`src/rtl/sprite_line_scheduler_pkg.sv`:
```
// Shared definitions for the sprite line scheduler.
// Contents: default sprite/ROM geometry, FSM state encoding and the
// transparent texel key used by the compositor.
package sprite_line_scheduler_pkg;

  localparam int SPR_W_DEF  = 30;
  localparam int SPR_H_DEF  = 30;
  localparam int ROM_AW_DEF = 10;
  localparam int ROM_DW_DEF = 12;

  // Texel value the compositor treats as "no sprite pixel here".
  localparam logic [11:0] TRANSPARENT_KEY = 12'h000;

  typedef enum logic [2:0] {
    ST_IDLE,
    ST_CHECK,
    ST_FETCH,
    ST_DRAIN,
    ST_NEXT
  } state_t;

endpackage

```
`src/rtl/sprite_line_scheduler_fetch_pipe.sv`:
```
// Delay line that carries {valid, sprite index, column} alongside a ROM
// read so each returning texel arrives with the tags of the read that
// produced it.
// Ports:
//   clk_pixel, rst_n : clock, asynchronous active-low reset
//   flush            : synchronous clear of every stage (kills in-flight reads)
//   in_valid/sel/col : tags of the read issued this cycle
//   out_valid/sel/col: tags of the read whose data is on the ROM bus now
module sprite_line_scheduler_fetch_pipe #(
  parameter int LAT = 1
) (
  input  logic       clk_pixel,
  input  logic       rst_n,
  input  logic       flush,
  input  logic       in_valid,
  input  logic [2:0] in_sel,
  input  logic [4:0] in_col,
  output logic       out_valid,
  output logic [2:0] out_sel,
  output logic [4:0] out_col
);

  logic [8:0] stage_in;
  logic [8:0] pipe_q [LAT];

  assign stage_in = {in_valid, in_sel, in_col};

  always_ff @(posedge clk_pixel or negedge rst_n) begin
    if (!rst_n) begin
      for (int k = 0; k < LAT; k++) pipe_q[k] <= '0;
    end else if (flush) begin
      for (int k = 0; k < LAT; k++) pipe_q[k] <= '0;
    end else begin
      pipe_q[0] <= stage_in;
      for (int k = 1; k < LAT; k++) pipe_q[k] <= pipe_q[k-1];
    end
  end

  assign out_valid = pipe_q[LAT-1][8];
  assign out_sel   = pipe_q[LAT-1][7:5];
  assign out_col   = pipe_q[LAT-1][4:0];

endmodule

```
`src/rtl/sprite_line_scheduler.sv`:
```
// Shares one sprite ROM among N_SPR sprites, fetching one line ahead of
// display. Each line_start swaps line-buffer banks, publishes which sprites
// finished fetching, and begins fetching rows for the following line into
// the back bank (the bank not selected by buf_bank).
// Ports:
//   clk_pixel, rst_n        : pixel clock, asynchronous active-low reset
//   line_start, line_y      : display line line_y starts this cycle
//   spr_en, spr_y           : per-sprite enable and top line (12 bits each)
//   rom_rd, rom_addr, rom_q : ROM read port, data ROM_LAT cycles after rom_rd
//   buf_we/sel/col/wdata    : texel writes into the back line-buffer bank
//   buf_bank                : bank the compositor reads
//   line_valid              : sprites with complete data in buf_bank
//   busy                    : fetch sequence in progress
//   overrun, overrun_clr    : sticky "line_start while busy" flag and clear
module sprite_line_scheduler
  import sprite_line_scheduler_pkg::*;
#(
  parameter int N_SPR   = 4,
  parameter int SPR_W   = SPR_W_DEF,
  parameter int SPR_H   = SPR_H_DEF,
  parameter int ROM_AW  = ROM_AW_DEF,
  parameter int ROM_DW  = ROM_DW_DEF,
  parameter int ROM_LAT = 1,
  parameter int V_TOTAL = 1125
) (
  input  logic                clk_pixel,
  input  logic                rst_n,
  input  logic                line_start,
  input  logic [11:0]         line_y,
  input  logic [N_SPR-1:0]    spr_en,
  input  logic [12*N_SPR-1:0] spr_y,
  output logic                rom_rd,
  output logic [ROM_AW-1:0]   rom_addr,
  input  logic [ROM_DW-1:0]   rom_q,
  output logic                buf_we,
  output logic                buf_bank,
  output logic [2:0]          buf_sel,
  output logic [4:0]          buf_col,
  output logic [ROM_DW-1:0]   buf_wdata,
  output logic [N_SPR-1:0]    line_valid,
  output logic                busy,
  output logic                overrun,
  input  logic                overrun_clr
);

  localparam int IW = (N_SPR > 1) ? $clog2(N_SPR) : 1;

  state_t            state_q;
  logic [IW-1:0]     idx_q;
  logic [11:0]       target_q;
  logic [4:0]        col_q;
  logic [ROM_AW-1:0] base_q;
  logic [1:0]        drain_q;
  logic [N_SPR-1:0]  done_q;
  logic [N_SPR-1:0]  line_valid_q;
  logic              bank_q;
  logic              overrun_q;

  logic [11:0] spr_y_arr [N_SPR];
  logic [11:0] spr_y_cur;
  logic [11:0] row_d;
  logic        hit_d;
  logic [2:0]  sel_d;

  genvar gi;
  generate
    for (gi = 0; gi < N_SPR; gi++) begin : g_spr_y
      assign spr_y_arr[gi] = spr_y[12*gi +: 12];
    end
  endgenerate

  // Row within the sprite for the target line; the >= test rejects the
  // wrapped result when the sprite starts below the target line.
  assign spr_y_cur = spr_y_arr[idx_q];
  assign row_d     = target_q - spr_y_cur;
  assign hit_d     = spr_en[idx_q] && (target_q >= spr_y_cur) && (row_d < 12'(SPR_H));
  assign sel_d     = 3'(idx_q);

  always_ff @(posedge clk_pixel or negedge rst_n) begin
    if (!rst_n) begin
      state_q      <= ST_IDLE;
      idx_q        <= '0;
      target_q     <= '0;
      col_q        <= '0;
      base_q       <= '0;
      drain_q      <= '0;
      done_q       <= '0;
      line_valid_q <= '0;
      bank_q       <= 1'b0;
      overrun_q    <= 1'b0;
    end else if (line_start) begin
      // Commit whatever finished, restart the sequence for the next line.
      bank_q       <= ~bank_q;
      line_valid_q <= done_q;
      done_q       <= '0;
      overrun_q    <= (state_q != ST_IDLE) | (overrun_q & ~overrun_clr);
      target_q     <= (line_y == 12'(V_TOTAL - 1)) ? 12'd0 : line_y + 12'd1;
      idx_q        <= '0;
      col_q        <= '0;
      drain_q      <= '0;
      state_q      <= ST_CHECK;
    end else begin
      if (overrun_clr) overrun_q <= 1'b0;
      case (state_q)
        ST_IDLE: ;
        ST_CHECK: begin
          if (hit_d) begin
            // Row base is registered here so the ROM address is only an add.
            base_q  <= ROM_AW'(row_d * 12'(SPR_W));
            col_q   <= '0;
            state_q <= ST_FETCH;
          end else begin
            state_q <= ST_NEXT;
          end
        end
        ST_FETCH: begin
          if (col_q == 5'(SPR_W - 1)) begin
            drain_q <= '0;
            state_q <= ST_DRAIN;
          end else begin
            col_q <= col_q + 5'd1;
          end
        end
        ST_DRAIN: begin
          // Last texel write is on the bus in the final DRAIN cycle.
          if (drain_q == 2'(ROM_LAT - 1)) begin
            done_q[idx_q] <= 1'b1;
            state_q       <= ST_NEXT;
          end else begin
            drain_q <= drain_q + 2'd1;
          end
        end
        ST_NEXT: begin
          if (idx_q == IW'(N_SPR - 1)) begin
            state_q <= ST_IDLE;
          end else begin
            idx_q   <= idx_q + 1'b1;
            state_q <= ST_CHECK;
          end
        end
        default: state_q <= ST_IDLE;
      endcase
    end
  end

  assign rom_rd   = (state_q == ST_FETCH);
  assign rom_addr = rom_rd ? (base_q + ROM_AW'(col_q)) : '0;

  logic       pipe_valid;
  logic [2:0] pipe_sel;
  logic [4:0] pipe_col;

  // line_start flushes the tags so reads from an abandoned fetch never write.
  sprite_line_scheduler_fetch_pipe #(
    .LAT (ROM_LAT)
  ) u_fetch_pipe (
    .clk_pixel (clk_pixel),
    .rst_n     (rst_n),
    .flush     (line_start),
    .in_valid  (rom_rd),
    .in_sel    (sel_d),
    .in_col    (col_q),
    .out_valid (pipe_valid),
    .out_sel   (pipe_sel),
    .out_col   (pipe_col)
  );

  assign buf_we     = pipe_valid;
  assign buf_sel    = pipe_valid ? pipe_sel : 3'd0;
  assign buf_col    = pipe_valid ? pipe_col : 5'd0;
  assign buf_wdata  = pipe_valid ? rom_q : '0;
  assign buf_bank   = bank_q;
  assign line_valid = line_valid_q;
  assign busy       = (state_q != ST_IDLE);
  assign overrun    = overrun_q;

endmodule

```
`config.mk`:
```
export PLATFORM = sky130hd
export DESIGN_NAME = sprite_line_scheduler
export DESIGN_NICKNAME = d
export VERILOG_FILES = /design/src/rtl/sprite_line_scheduler_pkg.sv /design/src/rtl/sprite_line_scheduler_fetch_pipe.sv /design/src/rtl/sprite_line_scheduler.sv
export SDC_FILE = /design/constraint.sdc
export NUM_CORES = 1
export LEC_CHECK = 0
export ABC_AREA = 1
export CAP_MARGIN = 15
export CORE_ASPECT_RATIO = 0.6
export CORE_MARGIN = 10
export CORE_UTILIZATION = 54
export CTS_CLUSTER_DIAMETER = 200
export DETAILED_ROUTE_END_ITERATION = 16
export GPL_ROUTABILITY_DRIVEN = 0
export HOLD_SLACK_MARGIN = 0.1
export PLACE_DENSITY = 0.88
export SLEW_MARGIN = 20
export SYNTH_ARGS = -nofsm -noshare
export SYNTH_HDL_FRONTEND = slang
export SYNTH_SLANG_ARGS = --single-unit
export TNS_END_PERCENT = 1
```
`constraint.sdc`:
```
create_clock -name clk_pixel -period 12.58 [get_ports clk_pixel]
set_input_delay 2.516 -clock clk_pixel [delete_from_list [all_inputs] [get_ports clk_pixel]]
set_output_delay 2.516 -clock clk_pixel [all_outputs]
set_load 0.02 [all_outputs]
```
# ---- Yosys cells after proc, flatten, opt, wreduce, memory -nomap -nowiden
# Cells that the tools add are included.
dict set report word_totals {
  ff_bits 52
  inputBits 80
  output_inout_bits 39
}
dict set report op_classes {
  n_addsub 6
  multipliers 1
  magnitude_cmp 5
  n_eq_ne 14
  mux 35
  bitwise 7
  reduce_logical 18
}
# operator count
set op_table {}
lappend op_table {{12-bit two-way mux} 4}
lappend op_table {{12-bit binary-select mux with 2-bit select} 1}
lappend op_table {{5-bit two-way mux} 4}
lappend op_table {{3-bit two-way mux} 5}
lappend op_table {{3-bit one-hot mux with 5 select lines} 1}
lappend op_table {{12-bit by 1-bit adder with 12-bit output (second input constant)} 1}
lappend op_table {{12-bit by 11-bit equality test with 1-bit output (second input constant)} 1}
lappend op_table {{12-bit >= comparator} 1}
lappend op_table {{12-bit by 5-bit < comparator with 1-bit output (second input constant)} 1}
lappend op_table {{12-bit by 4-bit multiplier with 9-bit output (second input constant)} 1}
lappend op_table {{2-bit two-way mux} 6}
lappend op_table {{4-bit two-way mux} 3}
lappend op_table {{3-bit != test (second input constant)} 4}
lappend op_table {{3-bit AND reduction} 4}
lappend op_table {{12-bit subtractor} 1}
lappend op_table {{10-bit by 5-bit adder with 10-bit output} 1}
lappend op_table {{10-bit two-way mux} 1}
lappend op_table {{5-bit one-hot mux with 2 select lines} 1}
lappend op_table {{9-bit two-way mux} 1}
lappend op_table {{3-bit nonzero test} 3}
lappend op_table {{2-bit nonzero test} 4}
lappend op_table {{3-bit by 2-bit equality test with 1-bit output (second input constant)} 2}
lappend op_table {{5-bit by 1-bit adder with 5-bit output (second input constant)} 1}
lappend op_table {{5-bit equality test (second input constant)} 1}
lappend op_table {{22 further kinds} 33}

# ---- Depth between registers and ports, before layout
# Gate-level depths: netlist of run 1.
dict set report logic_depth {
  ltp_word 10
  ltp_mapped 30
}

# ---- By module
# Synthesis of run 1 repeated with hierarchy kept, for this count alone.
dict set report unflattened {
  cells_unflattened 672
  hier_area_um2 4664.5
}
# mod n_inst cells_per_inst area_each_um2 seq_area_each_um2
set by_module_without_submodules {}
lappend by_module_without_submodules {sprite_line_scheduler 1 644 4360.4 1076.0}
lappend by_module_without_submodules {sprite_line_scheduler_fetch_pipe 1 28 304.0 225.2}

# ---- Worst setup path before layout of run 1
# No wires, ideal clock.
dict set report synth_timing {
  path_type {input-to-reg}
  from {input spr_y[12]}
  to {register base_q[9]}
  setup_time_ps 121
  arrival_ps 6392
  required_time_ps 12459
  path_slack_ps 6067
  stages 24
  path_buffers 0
  path_cell_list {o21ai_0 -> o22ai_1 -> ha_1 -> fa_1 -> inv_1 -> nand2_1 -> nand2_1 -> and2_1 -> xor2_1 -> inv_1 -> fa_1 -> fa_1 -> inv_1 -> ha_1 -> a21oi_1 -> o21ai_0 -> a31oi_1 -> nand3_1 -> nand2_1 -> nand2_1 -> nand2_1 -> nand2_1 -> nand2_1 -> a21oi_1}
}
dict set report synth_between {
  elab_chain_cells 7
}
# item line_no
set synth_lines {}
lappend synth_lines {{from (decl)} sprite_line_scheduler.sv:31} ;# input logic [12*N_SPR-1:0] spr_y,
lappend synth_lines {{12-bit binary-select mux with 2-bit select (*)} sprite_line_scheduler.sv:74} ;# assign spr_y_cur = spr_y_arr[idx_q];
lappend synth_lines {{12-bit two-way mux (not written as such) (*) (2 in a row)} sprite_line_scheduler.sv:74}
lappend synth_lines {{parallel branches: the longest is 4 deep, another holds 12-bit subtractor} --}
lappend synth_lines {{to (signal assigned)} sprite_line_scheduler.sv:109} ;# base_q <= ROM_AW'(row_d * 12'(SPR_W));
lappend synth_lines {{to (decl)} sprite_line_scheduler.sv:52} ;# logic [ROM_AW-1:0] base_q;
# Every way passes the cells marked *. The select of a mux whose other input is x is not followed.
# A chain may end at the register's enable or synchronous reset.

# ---- Worst setup path after layout of run 1
# Ends and elaborated chain as after synthesis.

==> metrics.cfg, run 1 <==
[power]
power.density_nw_per_um2 = 166
p_leak_nw = 3.15
ir_drop_v = 0.000105

[sta]
fin_crit_ps = 7120
hold_viol = 0
rsz0062_at_grt = false
setup_viol = 0
tns_ps = 0
drv_slew = 0
finalClockSkew_ps = 7.60
slew_headroom_pct = 35.9
worst_slew_pin_slew_ps = 961
fin_ws_ps = 5460
fmax_mhz = 140
period_share_pct = 56.6

[floorplanning]
start_util_pct = 56.9
die_h_um = 91.4
coreArea_um2 = 8070
fp.dieW_um = 139
io_pins = 119
rows = 25
dieArea_um2 = 12700

[critical_path]
cp-end-kind = flop
cp.arrival_ps = 7350
cp_max_fo = 4
worst_ep_required_time_ps = 12800
start_kind = input port
crit_path_start = spr_y[12]
cpMostUsedCell = nand2_1
cpPeakStageDelay_ps = 540
cp_slowest_cell = fa_1
path_class = input port to flop
timing.rr.start = idx_q[0]$_DFFE_PN0P_

[global_route]
grt_pass1_vias = 4723
grt_pass1_wl_mm = 22.3
overflow = 0
grt_max_degree = 52
grt.total_usage_pct = 20.3
antenna_found_initial = 0

[min_path]
min_from = buf_bank$_DFFE_PN0P_
hp-class = flop to flop

[clock_tree]
path_clk_slew_ps = 80
htree_levels = 2
cts_root_buffer = clkbuf_16
cts_buffer_depth = 2
cts.sinks = 51
clkLatencyLatePin_ps = 300
cts_tree = yes
cts_setup_buffers = 0
post_cts_resize_count = 0
cts_buffers = 5
cts_hold_buffers = 0

[routing]
num_vias = 4642
wl_mm = 12.9
drc_errors = 0
wl_per_cell_um = 14.8
firstDrtPassIters = 6
viasPerCell = 5.32
ant_nets = 0
dr.first_iter.drc_count = 438

[final_layout]
synthToLayoutAreaGrowth_pct = 30.5
post-route-util_pct = 74.2
nNetsFinal = 892
n_antenna_cell = 0
drive_gt1_share_pct = 5.10

[synthesis]
yosysWarnings = 0
synthFlopType = dfrtp_1
yosysUniqueCellTypes = 45
async_flop_share_pct = 100
synth_area_per_cell_um2 = 7.03
synth_top_area_share_pct = 27.8
synth_seq_cells = 51
synth_edf_count = 0
yosys-top-cells-area = dfrtp_1 28%, nand2_1 14%, ha_1 9.8%, inv_1 9.3%, fa_1 5.7%
syn_inst = 653
syn_area_um2 = 4590
synth_fp_nets = 782
ys_seq_area_share_pct = 27.8
yosys.area.top_type = dfrtp_1

[placed_design]
portBuffers = 117
place_ws_ps = 5210
place_hpwl_mm = 10.5

[run]
drv_cap = 0

[status]
status = complete, no violations

synth_stat cells, types with 3 or more instances:
master and count:
a31oi_1 4, nand3_1 29, xor2_1 12, dfrtp_1 51, inv_1 114, nand2_2 13
o22ai_1 5, nor2_1 50, nor3_1 11, clkbuf_1 12, fa_1 13, nand4_1 11
a21oi_1 36, o21ai_0 30, a32o_1 10, ha_1 36, nand2_1 171, buf_1 3
o21ai_1 3, xnor2_1 4
critical path: cells and delay by family:
family                   cells  cell delay [ps]
XOR/XNOR                     1              400
buffers and inverters        5              800
AO/OA/AOI/OAI                6              910
AND/OR/NAND/NOR              9              680
adder cells (fa/ha/maj)      5             2020
report_power, final:
group | internal (mW) | total, mW | switching [mW] | leakage [nW]
Clock | 0.0759 | 0.141 | 0.0652 | 0.0759
Combinational | 0.265 | 0.674 | 0.409 | 2.41
Sequential | 0.174 | 0.181 | 0.00765 | 0.667
Total | 0.514 | 0.996 | 0.482 | 3.15
final timing paths:
check	cells past startpoint	endpoint	slack (ps)
worst min-delay path	1	buf_bank$_DFFE_PN0P_	460
worst max-delay path	26	base_q[9]$_DFFE_PN0P_	5460
worst min register to register	1	buf_bank$_DFFE_PN0P_	460
min in group asynchronous	2	base_q[9]$_DFFE_PN0P_	2320
max in group asynchronous	2	target_q[6]$_DFFE_PN0P_	9830
worst max register to register	27	base_q[9]$_DFFE_PN0P_	6590
flip-flops by register name, summed over array words and instances (netlist names), 2 cells and up:
name / count
target_q: 12
base_q: 9
u_fetch_pipe.pipe_q: 8
col_q: 5
done_q: 4
line_valid: 4
state_q: 3
drain_q: 2
idx_q: 2
cell type report:
type / count / area [um2]
Multi-Input combinational cell: 467 / 2790
Clock buffer: 5 / 125
Inverter: 118 / 443
Clock inverter: 3 / 28.8
Tap cell: 108 / 135
Fill cell: 599 / 2080
Timing Repair Buffer: 120 / 1190
Sequential cell: 51 / 1280
layout by cell type, fill, tap and decap left out, types with 3 or more instances in the layout:
cell type / synthesis / routed
nand2_1: 171 / 171
clkdlybuf4s50_1: 0 / 116
inv_1: 114 / 114
dfrtp_1: 51 / 51
nor2_1: 50 / 50
a21oi_1: 36 / 36
ha_1: 36 / 36
o21ai_0: 30 / 30
nand3_1: 29 / 29
nand2_2: 13 / 13
fa_1: 13 / 13
xor2_1: 12 / 12
nand4_1: 11 / 11
nor3_1: 11 / 11
a32o_1: 10 / 10
o22ai_1: 5 / 5
clkbuf_16: 0 / 5
xnor2_1: 4 / 4
a31oi_1: 4 / 4
o21ai_1: 3 / 3
buf_4: 1 / 3
metal layers:
layer / GRT usage [%] / vias to the layer above / part of all wire, %
met1: 24.7 / 2113 / 44
li1: - / 2308 / -
met3: 5.56 / 24 / 8.2
met4: 5.80 / 0 / 1.9
met5: 0 / - / 0
met2: 34.5 / 197 / 45
logic make-up after synthesis:
logic type | after synthesis | share of synthesized area (%)
and+or+nand+nor | 300 | 28.8
buffers and inverters | 135 | 11.4
AOI/OAI and AO/OA | 101 | 13.4
DFF | 51 | 27.8
adders and majority gates | 49 | 15.5
xor gates and xnor gates | 16 | 3.05
other | 1 | 0.0817
through the flow:
stage          total power, mW  area (um2)  hold WS, ps  instances
2_1_floorplan            0.685        4590          450        653
3_3_place_gp             0.794        5840          455        864
3_5_place_dp             0.845        5840          455        864
4_1_cts                  0.985        5990          468        872
5_1_grt                   1.10        5990          482        872
6_report                 0.996        5990          463        872
Note: power is estimated with default switching activity, not from simulation.
==> run 2, diff against run 1 <==
--- a/config.mk
+++ b/config.mk
@@ -9,12 +9,12 @@
 export CAP_MARGIN = 15
 export CORE_ASPECT_RATIO = 0.6
 export CORE_MARGIN = 10
-export CORE_UTILIZATION = 54
+export CORE_UTILIZATION = 50
 export CTS_CLUSTER_DIAMETER = 200
 export DETAILED_ROUTE_END_ITERATION = 16
 export GPL_ROUTABILITY_DRIVEN = 0
 export HOLD_SLACK_MARGIN = 0.1
-export PLACE_DENSITY = 0.88
+export PLACE_DENSITY = 0.83
 export SLEW_MARGIN = 20
 export SYNTH_ARGS = -nofsm -noshare
 export SYNTH_HDL_FRONTEND = slang
==> constraint.sdc (replaced) <==
create_clock -name clk_pixel -period 7.3 [get_ports clk_pixel]
set_input_delay 1.46 -clock clk_pixel [delete_from_list [all_inputs] [get_ports clk_pixel]]
set_output_delay 1.46 -clock clk_pixel [all_outputs]
set_load 0.02 [all_outputs]
==> run 2 against run 1 <==
Against the previous run: worst hold slack better by 7.4 ps; sequential share of layout area is 0.080 points lower; total power is 70% higher; sequential power is 74% higher.
==> metrics.cfg, run 2 (synthesis results as in run 1) <==
[routing]
wl_mm = 13.5
viasPerCell = 5.38
ant_nets = 0
drc_errors = 0
dr.first_iter.drc_count = 408
num_vias = 4728
wl_per_cell_um = 15.4
firstDrtPassIters = 5

[global_route]
use_met1_pct = 23.9
grt.total_usage_pct = 20.0
antenna_found_initial = 0
grt_pass1_wl_mm = 22.3
grt_pass1_vias = 4816
grtUsageMet2_pct = 34.3
overflow = 0
top_usage_layer = met2
global_route.usage.met3_pct = 5.51
grt_max_degree = 52

[placed_design]
post-place-cells = 871
place_hpwl_mm = 11.0
portBuffers = 117

[clock_tree]
cts_tree = yes
clkLatencyLatePin_ps = 300
cts_hold_buffers = 0
cts_root_buffer = clkbuf_16
cts_setup_buffers = 0
cts.sinks = 51
htree_levels = 2
cts_buffer_depth = 2
cts_buffers = 5
post_cts_resize_count = 0
path_clk_slew_ps = 70

[sta]
rsz0062_at_grt = false
fin_crit_ps = 6090
drv_slew = 0
tns_ps = 0
worst_slew_pin_slew_ps = 849
finalClockSkew_ps = 5.50
slew_headroom_pct = 42.8
period_share_pct = 83.4
hold_viol = 0
fmax_mhz = 164
setup_viol = 0

[critical_path]
path_class = input port to flop
cp-end-kind = flop
worst_ep_required_time_ps = 7480
crit_path_start = spr_y[12]
ff2ff_path_depth = 25
cp.arrival_ps = 6270
r2r_end = base_q[9]$_DFFE_PN0P_
timing.rr.start = idx_q[0]$_DFFE_PN0P_
crit_path_end = base_q[9]$_DFFE_PN0P_
start_kind = input port
ff2ff_setup_slack_ps = 1400
cp_max_fo = 4

[final_layout]
final_common_cell = nand2_1
largest_register_ffs = 12
nNetsFinal = 895
n_antenna_cell = 0
mostFrequentLayoutCells = 171 x nand2_1, 116 x clkdlybuf4s50_1, 114 x inv_1
drive_gt1_share_pct = 5.48
reg.largest.list = target_q (12), base_q (9), u_fetch_pipe.pipe_q (8)
stdcell_count = 879
regMostFlops = target_q
synthToLayoutAreaGrowth_pct = 31.0

[floorplanning]
fp.dieW_um = 144
coreArea_um2 = 8720
io_pins = 119
dieArea_um2 = 13500
rows = 26
start_util_pct = 52.7
die_h_um = 94.2

[min_path]
hold_path_depth = 1
hp-class = flop to flop

[power]
fin_total_pwr_mw = 1.70
ir_drop_v = 0.000192
power.density_nw_per_um2 = 282
p_leak_nw = 3.15

[run]
drv_cap = 0

[status]
status = complete, no violations

==> run 2: cell count changes in the layout (fill, tap and decap cells not counted) <==
| cell | before | now |
|---|---|---|
| buf_4 | 3 | 6 |
| clkinv_4 | 2 | 0 |
| clkinvlp_4 | 0 | 2 |
| inv_6 | 0 | 1 |
| inv_8 | 1 | 0 |
==> run 2: cell type report <==
type,instances,area [um2]
Multi-Input combinational cell,467,2790
Fill cell,730,2710
Sequential cell,51,1280
Timing Repair Buffer,123,1210
Inverter,118,443
Tap cell,112,140
Clock buffer,5,125
Clock inverter,3,23.8
==> run 2: through the flow <==
| step | utilization, % | hold WS, ps | setup slack, ps | instance area, um2 |
|---|---|---|---|---|
| final | 69.0 | 470 | 1210 | 6010 |
| after global routing | 69.0 | 510 | 753 | 6010 |
| after CTS | 69.0 | 472 | 1220 | 6010 |
| after detailed placement | 67.3 | 459 | 917 | 5860 |
| after global placement | 67.3 | 455 | 1190 | 5860 |
| after floorplan | - | 450 | 1840 | 4590 |
==> run 2: worst min path at each step <==
stage / from / endpoint / slack [ps]
floorplan: done_q[2]$_DFFE_PN0P_ / line_valid[2]$_DFFE_PN0P_ / 450
global placement: buf_bank$_DFFE_PN0P_ / buf_bank$_DFFE_PN0P_ / 460
detailed placement: done_q[3]$_DFFE_PN0P_ / line_valid[3]$_DFFE_PN0P_ / 460
CTS: buf_bank$_DFFE_PN0P_ / buf_bank$_DFFE_PN0P_ / 470
global route: buf_bank$_DFFE_PN0P_ / buf_bank$_DFFE_PN0P_ / 510
finish: buf_bank$_DFFE_PN0P_ / buf_bank$_DFFE_PN0P_ / 470
==> run 2: per-layer routing <==
metal / vias to the layer above / share of wire [%]
met5: - / 0
met1: 2185 / 42
met2: 209 / 46
met4: 0 / 2.3
li1: 2305 / -
met3: 29 / 9.1
==> run 2: power by group <==
group          leakage, nW  total [mW]  internal (mW)  switching, mW
Clock               0.0664       0.243          0.128          0.114
Sequential           0.667       0.315          0.299         0.0159
Combinational         2.42        1.14          0.452          0.687
==> run 2: worst max-delay path, cell delays in order <==
cell and delay [ps]:
clkdlybuf4s50_1 390, o21ai_0 170, o22ai_1 120, ha_1 230, fa_1 410, inv_1 110, nand2_1 50, nand2_1 100
and2_1 170, xor2_1 400, inv_1 170, fa_1 500, fa_1 540, inv_1 40, ha_1 330, a21oi_1 220
o21ai_0 140, a31oi_1 220, nand3_1 130, nand2_1 80, nand2_1 60, nand2_1 60, nand2_1 40, nand2_1 60
a21oi_1 50
